$ cat config.mk
export PLATFORM = sky130hd
export DESIGN_NAME = submix_seq
export DESIGN_NICKNAME = d
export VERILOG_FILES = /design/src/rtl/submix_seq.sv
export SDC_FILE = /design/constraint.sdc
export NUM_CORES = 1
export LEC_CHECK = 0
export CAP_MARGIN = 15
export CORE_UTILIZATION = 25
export DETAILED_ROUTE_END_ITERATION = 10
export PLACE_DENSITY = 0.47
export SLEW_MARGIN = 20
export SYNTH_ARGS = -nofsm -noshare
export SYNTH_HDL_FRONTEND = slang
export SYNTH_SLANG_ARGS = --single-unit
$ cat constraint.sdc
create_clock -name clk -period 19.8 [get_ports clk]
set_input_delay 3.96 -clock clk [delete_from_list [all_inputs] [get_ports clk]]
set_output_delay 3.96 -clock clk [all_outputs]
set_load 0.02 [all_outputs]
$ cat src/rtl/submix_seq.sv
// rtl/submix_seq.sv - sequential SubBytes + MixColumns column datapath with N shared S-boxes
module submix_seq #(
    parameter int SBOX_PER_CYCLE = 1
) (
    input  logic        clk,
    input  logic        rst,
    input  logic        in_valid,
    output logic        in_ready,
    input  logic [31:0] in_data,
    input  logic        in_last,
    output logic        out_valid,
    input  logic        out_ready,
    output logic [31:0] out_data
);

    generate
        if (!(SBOX_PER_CYCLE == 1 || SBOX_PER_CYCLE == 2 || SBOX_PER_CYCLE == 4)) begin : g_bad_param
            $error("submix_seq: SBOX_PER_CYCLE must be 1, 2 or 4");
        end
    endgenerate

    localparam int         N      = SBOX_PER_CYCLE;
    localparam logic [1:0] K_LAST = 2'(4 / N - 1);

    typedef enum logic [1:0] {IDLE, SUB, HOLD} state_t;

    state_t      state_q, state_d;
    logic [1:0]  k_cnt_q, k_cnt_d;
    logic [31:0] col_q, col_d;
    logic [31:0] sub_q, sub_d;
    logic        last_q, last_d;
    logic        out_valid_q, out_valid_d;
    logic [31:0] out_data_q, out_data_d;
    logic [31:0] merged;

    function automatic logic [7:0] xt(input logic [7:0] a);
        return {a[6:0], 1'b0} ^ (a[7] ? 8'h1b : 8'h00);
    endfunction

    function automatic logic [7:0] gmul(input logic [7:0] a, input logic [7:0] b);
        logic [7:0] p;
        logic [7:0] x;
        p = 8'h00;
        x = a;
        for (int i = 0; i < 8; i++) begin
            if (b[i]) p = p ^ x;
            x = xt(x);
        end
        return p;
    endfunction

    // Inverse as a^254 (maps 0 to 0), then the forward affine transform.
    function automatic logic [7:0] sbox(input logic [7:0] a);
        logic [7:0] sq;
        logic [7:0] r;
        sq = a;
        r  = 8'h01;
        for (int i = 1; i < 8; i++) begin
            sq = gmul(sq, sq);
            r  = gmul(r, sq);
        end
        return r ^ {r[6:0], r[7]} ^ {r[5:0], r[7:6]} ^ {r[4:0], r[7:5]}
                 ^ {r[3:0], r[7:4]} ^ 8'h63;
    endfunction

    function automatic logic [31:0] mix(input logic [31:0] c);
        logic [7:0] a0, a1, a2, a3;
        {a0, a1, a2, a3} = c;
        return {xt(a0) ^ xt(a1) ^ a1 ^ a2 ^ a3,
                a0 ^ xt(a1) ^ xt(a2) ^ a2 ^ a3,
                a0 ^ a1 ^ xt(a2) ^ xt(a3) ^ a3,
                xt(a0) ^ a0 ^ a1 ^ a2 ^ xt(a3)};
    endfunction

    // Only the N lanes selected by k_cnt go through the S-boxes this cycle.
    always_comb begin
        int lane;
        lane   = 0;
        merged = sub_q;
        for (int j = 0; j < N; j++) begin
            lane = int'(k_cnt_q) * N + j;
            merged[31 - 8 * lane -: 8] = sbox(col_q[31 - 8 * lane -: 8]);
        end
    end

    assign in_ready  = (state_q == IDLE) || (state_q == HOLD && out_ready);
    assign out_valid = out_valid_q;
    assign out_data  = out_data_q;

    always_comb begin
        state_d     = state_q;
        k_cnt_d     = k_cnt_q;
        col_d       = col_q;
        sub_d       = sub_q;
        last_d      = last_q;
        out_valid_d = out_valid_q;
        out_data_d  = out_data_q;
        case (state_q)
            IDLE: begin
                if (in_valid) begin
                    col_d   = in_data;
                    last_d  = in_last;
                    k_cnt_d = 2'd0;
                    state_d = SUB;
                end
            end
            SUB: begin
                sub_d = merged;
                if (k_cnt_q == K_LAST) begin
                    out_data_d  = last_q ? merged : mix(merged);
                    out_valid_d = 1'b1;
                    state_d     = HOLD;
                end else begin
                    k_cnt_d = k_cnt_q + 2'd1;
                end
            end
            HOLD: begin
                if (out_ready) begin
                    out_valid_d = 1'b0;
                    if (in_valid) begin
                        col_d   = in_data;
                        last_d  = in_last;
                        k_cnt_d = 2'd0;
                        state_d = SUB;
                    end else begin
                        state_d = IDLE;
                    end
                end
            end
            default: state_d = IDLE;
        endcase
    end

    always_ff @(posedge clk or posedge rst) begin
        if (rst) begin
            state_q     <= IDLE;
            k_cnt_q     <= 2'd0;
            col_q       <= 32'h0;
            sub_q       <= 32'h0;
            last_q      <= 1'b0;
            out_valid_q <= 1'b0;
            out_data_q  <= 32'h0;
        end else begin
            state_q     <= state_d;
            k_cnt_q     <= k_cnt_d;
            col_q       <= col_d;
            sub_q       <= sub_d;
            last_q      <= last_d;
            out_valid_q <= out_valid_d;
            out_data_q  <= out_data_d;
        end
    end

endmodule

==> results.json, run 1 <==
{
  "min_path_cells": 2,
  "num_rows": 109,
  "grt_pass1_vias": 19300,
  "die_h_um": 301,
  "period_needed_ns": 18.58,
  "syn_to_final_growth_pct": 12.2,
  "root_buffer": "clkbuf_16",
  "reg2reg_depth": 59,
  "insertion_delay_ns": 0.39,
  "grt_start_max_net_pins": 71,
  "hpwl_mm": 53.6,
  "seq_area_frac_synth_pct": 11.4,
  "drive_gt1_share_pct": 12.6,
  "fin_crit_sh_pct": 93.8,
  "critPathArrivalTime_ns": 18.86,
  "syn_area_um2": 22400,
  "synth_top_cell_area_share_pct": 17.1,
  "slew_violations": 0,
  "fin_skew_ns": 0.0146,
  "min_path_type": "reg -> reg",
  "min_to": "sub_q[8]$_DFFE_PP0P_",
  "yosysMostFrequentCell": "xnor2_1",
  "cp_top_family": "XOR/XNOR gates",
  "slowest_stage": "mux4_2",
  "final_hold_viol_count": 0,
  "worstHoldStart": "sub_q[8]$_DFFE_PP0P_",
  "syn_nets": 2790,
  "h-tree-depth": 3,
  "synth-seq-cells": 102,
  "setup_viol": 0,
  "ys_async_sr_fraction_pct": 100,
  "die_x_um": 301,
  "routedWlPerCell_um": 18.8,
  "gr-total-overflow": 0,
  "synth-main-ff-cell": "dfrtp_1",
  "vias": 19700,
  "ys_top_cells_by_area": "xnor2_1 17%, dfrtp_1 11%, xnor3_1 11%",
  "num_io_pins": 71,
  "grt_pass1_wl_mm": 116,
  "run_status": "finished, violations left",
  "rr_startpoint": "k_cnt_q[0]$_DFFE_PP0P_",
  "grt_usage_pct": 16.1,
  "gp_congestion": 0.879,
  "cp.depth": 59,
  "yosysWarnings": 0,
  "relSlewSlack_pct": 26.4,
  "nets": 2791,
  "finalSetupTns_ns": 0,
  "synth_edf_count": 0,
  "cp-start-kind": "flop",
  "avgSynthCellArea_um2": 8.18,
  "clkTransAtPathRegs_ns": 0.08,
  "cts_tree": "done",
  "worst_pin_slew_ns": 1.10,
  "fmax_ghz": 0.0538,
  "yosysUniqueCellTypes": 109,
  "core-area_um2": 88600,
  "required_ns": 20.08,
  "totalWireLength_mm": 73.5,
  "fill_cells": 9583,
  "cts_buffer_depth": 2,
  "crit_buf_inv": 6,
  "portBuffers": 70,
  "drc": 5,
  "end_kind": "flop",
  "clock_sinks": 102,
  "drt_iter0_drc": 1590,
  "synth_area_leader_cell": "xnor2_1",
  "antenna_cells_inserted": 0,
  "viasPerCell": 5.03,
  "start_util_pct": 25.3,
  "synth_common_cells": "437 x xnor2_1, 318 x nor2_1, 309 x nand2_1",
  "critPathMaxFanout": 19,
  "grt_antenna_before_repair": 1,
  "crit_type": "reg -> reg",
  "worst_path_largest_cell_delay_ns": 0.74,
  "ant_nets": 0,
  "dieArea_um2": 90900,
  "crit_path_frequent_cell": "xnor2_1",
  "rrSetupSlack_ns": 1.22,
  "violations": "design-rule violations",
  "cap_violations": 0,
  "worstReg2RegEnd": "out_data[17]$_DFFE_PP0P_",
  "grt_setup_unrepaired": "no",
  "numCtsBuffers": 9,
  "dr.pass1.iters": 8,
  "synthCells": 2742
}
[layer usage]
| metal | vias up | global-route usage (%) | wire, um |
|---|---|---|---|
| met1 | 9520 | 22.1 | 34200 |
| met5 | - | 0 | 0 |
| met3 | 67 | 2.71 | 4090 |
| met2 | 535 | 26.0 | 33900 |
| li1 | 9563 | - | - |
| met4 | 0 | 3.73 | 1200 |
[logic make-up (layout without fill, tap and decap cells)]
| family | after synthesis | in the layout | share of synthesized area [%] |
|---|---|---|---|
| simple gates | 868 | 868 | 16.9 |
| compound gates | 619 | 619 | 18.6 |
| flops | 102 | 102 | 11.4 |
| fa+ha+maj | 13 | 13 | 0.703 |
| buf+inv | 240 | 246 | 4.59 |
| xor+xnor | 771 | 771 | 41.3 |
| mux | 129 | 129 | 6.52 |
[flip-flops by register name (all words and copies together), names as in the netlist]
name	cells
out_data	32
sub_q	32
out_valid	1
k_cnt_q	2
state_q	2
last_q	1
col_q	32
[per-stage QoR]
stage | instances | setup WS [ns] | hold slack, ns | cell area (um2) | util (%)
floorplan | 2742 | 2.02 | 0.442 | 22400 | -
CTS | 3907 | 0.334 | 0.482 | 25000 | 28.1
detailed placement | 3891 | 0.399 | 0.464 | 24700 | 27.8
global route | 3913 | 0.0889 | 0.510 | 25200 | 28.4
global placement | 3890 | 0.487 | 0.457 | 24700 | 27.8
finish | 3913 | 1.22 | 0.478 | 25200 | 28.4
[worst reg2reg max path: cells and delay by family (launching register included)]
family / cells / cell delay, ns
XOR/XNOR: 31 / 10.91
AO/OA/AOI/OAI: 9 / 2.18
buffers and inverters: 6 / 1.54
AND/OR/NAND/NOR: 8 / 1.28
multiplexers: 3 / 1.11
adder cells (fa/ha/maj): 2 / 0.97
flip-flops: 1 / 0.51
[repair_timing]
item / 4_1_cts / 5_1_grt
resized for setup: 0 / 24
setup endpoints to repair: 0 / 52
hold buffers: 0 / 0
setup buffers: 0 / 6
[cell type report]
class / count / area, um2 / share of cell area (%)
clock inverters: 5 / 46.3 / 0.184
repair buffers: 180 / 1560 / 6.18
well taps: 1165 / 1460 / 5.79
flip-flops and latches: 102 / 2550 / 10.2
inverters: 50 / 190 / 0.756
multi-input cells: 2400 / 19100 / 76.0
clock buffers: 11 / 233 / 0.925
[worst max-delay path by stage]
stage | to | slack [ns] | from
2_1_floorplan | out_data[12]$_DFFE_PP0P_ | 2.02 | k_cnt_q[0]$_DFFE_PP0P_
3_3_place_gp | out_data[15]$_DFFE_PP0P_ | 0.49 | k_cnt_q[0]$_DFFE_PP0P_
3_5_place_dp | out_data[11]$_DFFE_PP0P_ | 0.40 | k_cnt_q[0]$_DFFE_PP0P_
4_1_cts | out_data[19]$_DFFE_PP0P_ | 0.33 | k_cnt_q[0]$_DFFE_PP0P_
5_1_grt | out_data[27]$_DFFE_PP0P_ | 0.09 | k_cnt_q[0]$_DFFE_PP0P_
6_report | out_data[17]$_DFFE_PP0P_ | 1.22 | k_cnt_q[0]$_DFFE_PP0P_
[cells in the final DEF (no fill, tap or decap), drive strengths merged, types with 15 or more instances in the layout]
cell type,netlist,final
a211oi,16,16
a21oi,149,149
a22oi,44,44
a31oi,33,33
and2,23,23
buf,76,110
clkdlybuf4s50,0,70
dfrtp,102,102
inv,44,45
mux2,54,54
mux2i,67,67
nand2,309,309
nand2b,17,17
nand3,66,66
nor2,320,320
nor2b,18,18
nor3,49,49
o211ai,15,15
o21ai,173,173
o22ai,34,34
xnor2,471,471
xnor3,122,122
xor2,156,156
xor3,22,22
Power of run 1 is not shown: default switching activity piles up to over one toggle a cycle in this logic, so the estimate is an artifact.
==> inputs of run 2 (changes only) <==
--- a/config.mk
+++ b/config.mk
@@ -7,2 +7,3 @@
 export LEC_CHECK = 0
+export ABC_AREA = 0
 export CAP_MARGIN = 15
==> constraint.sdc (replaced) <==
create_clock -name clk -period 19.8 [get_ports clk]
set_input_delay 1.98 -clock clk [delete_from_list [all_inputs] [get_ports clk]]
set_output_delay 1.98 -clock clk [all_outputs]
set_load 0.02 [all_outputs]
==> results of run 2 <==
The final DEF is identical to that of run 1. Status: finished, violations left: design-rule violations.
Power of run 2 is left out for the same reason.
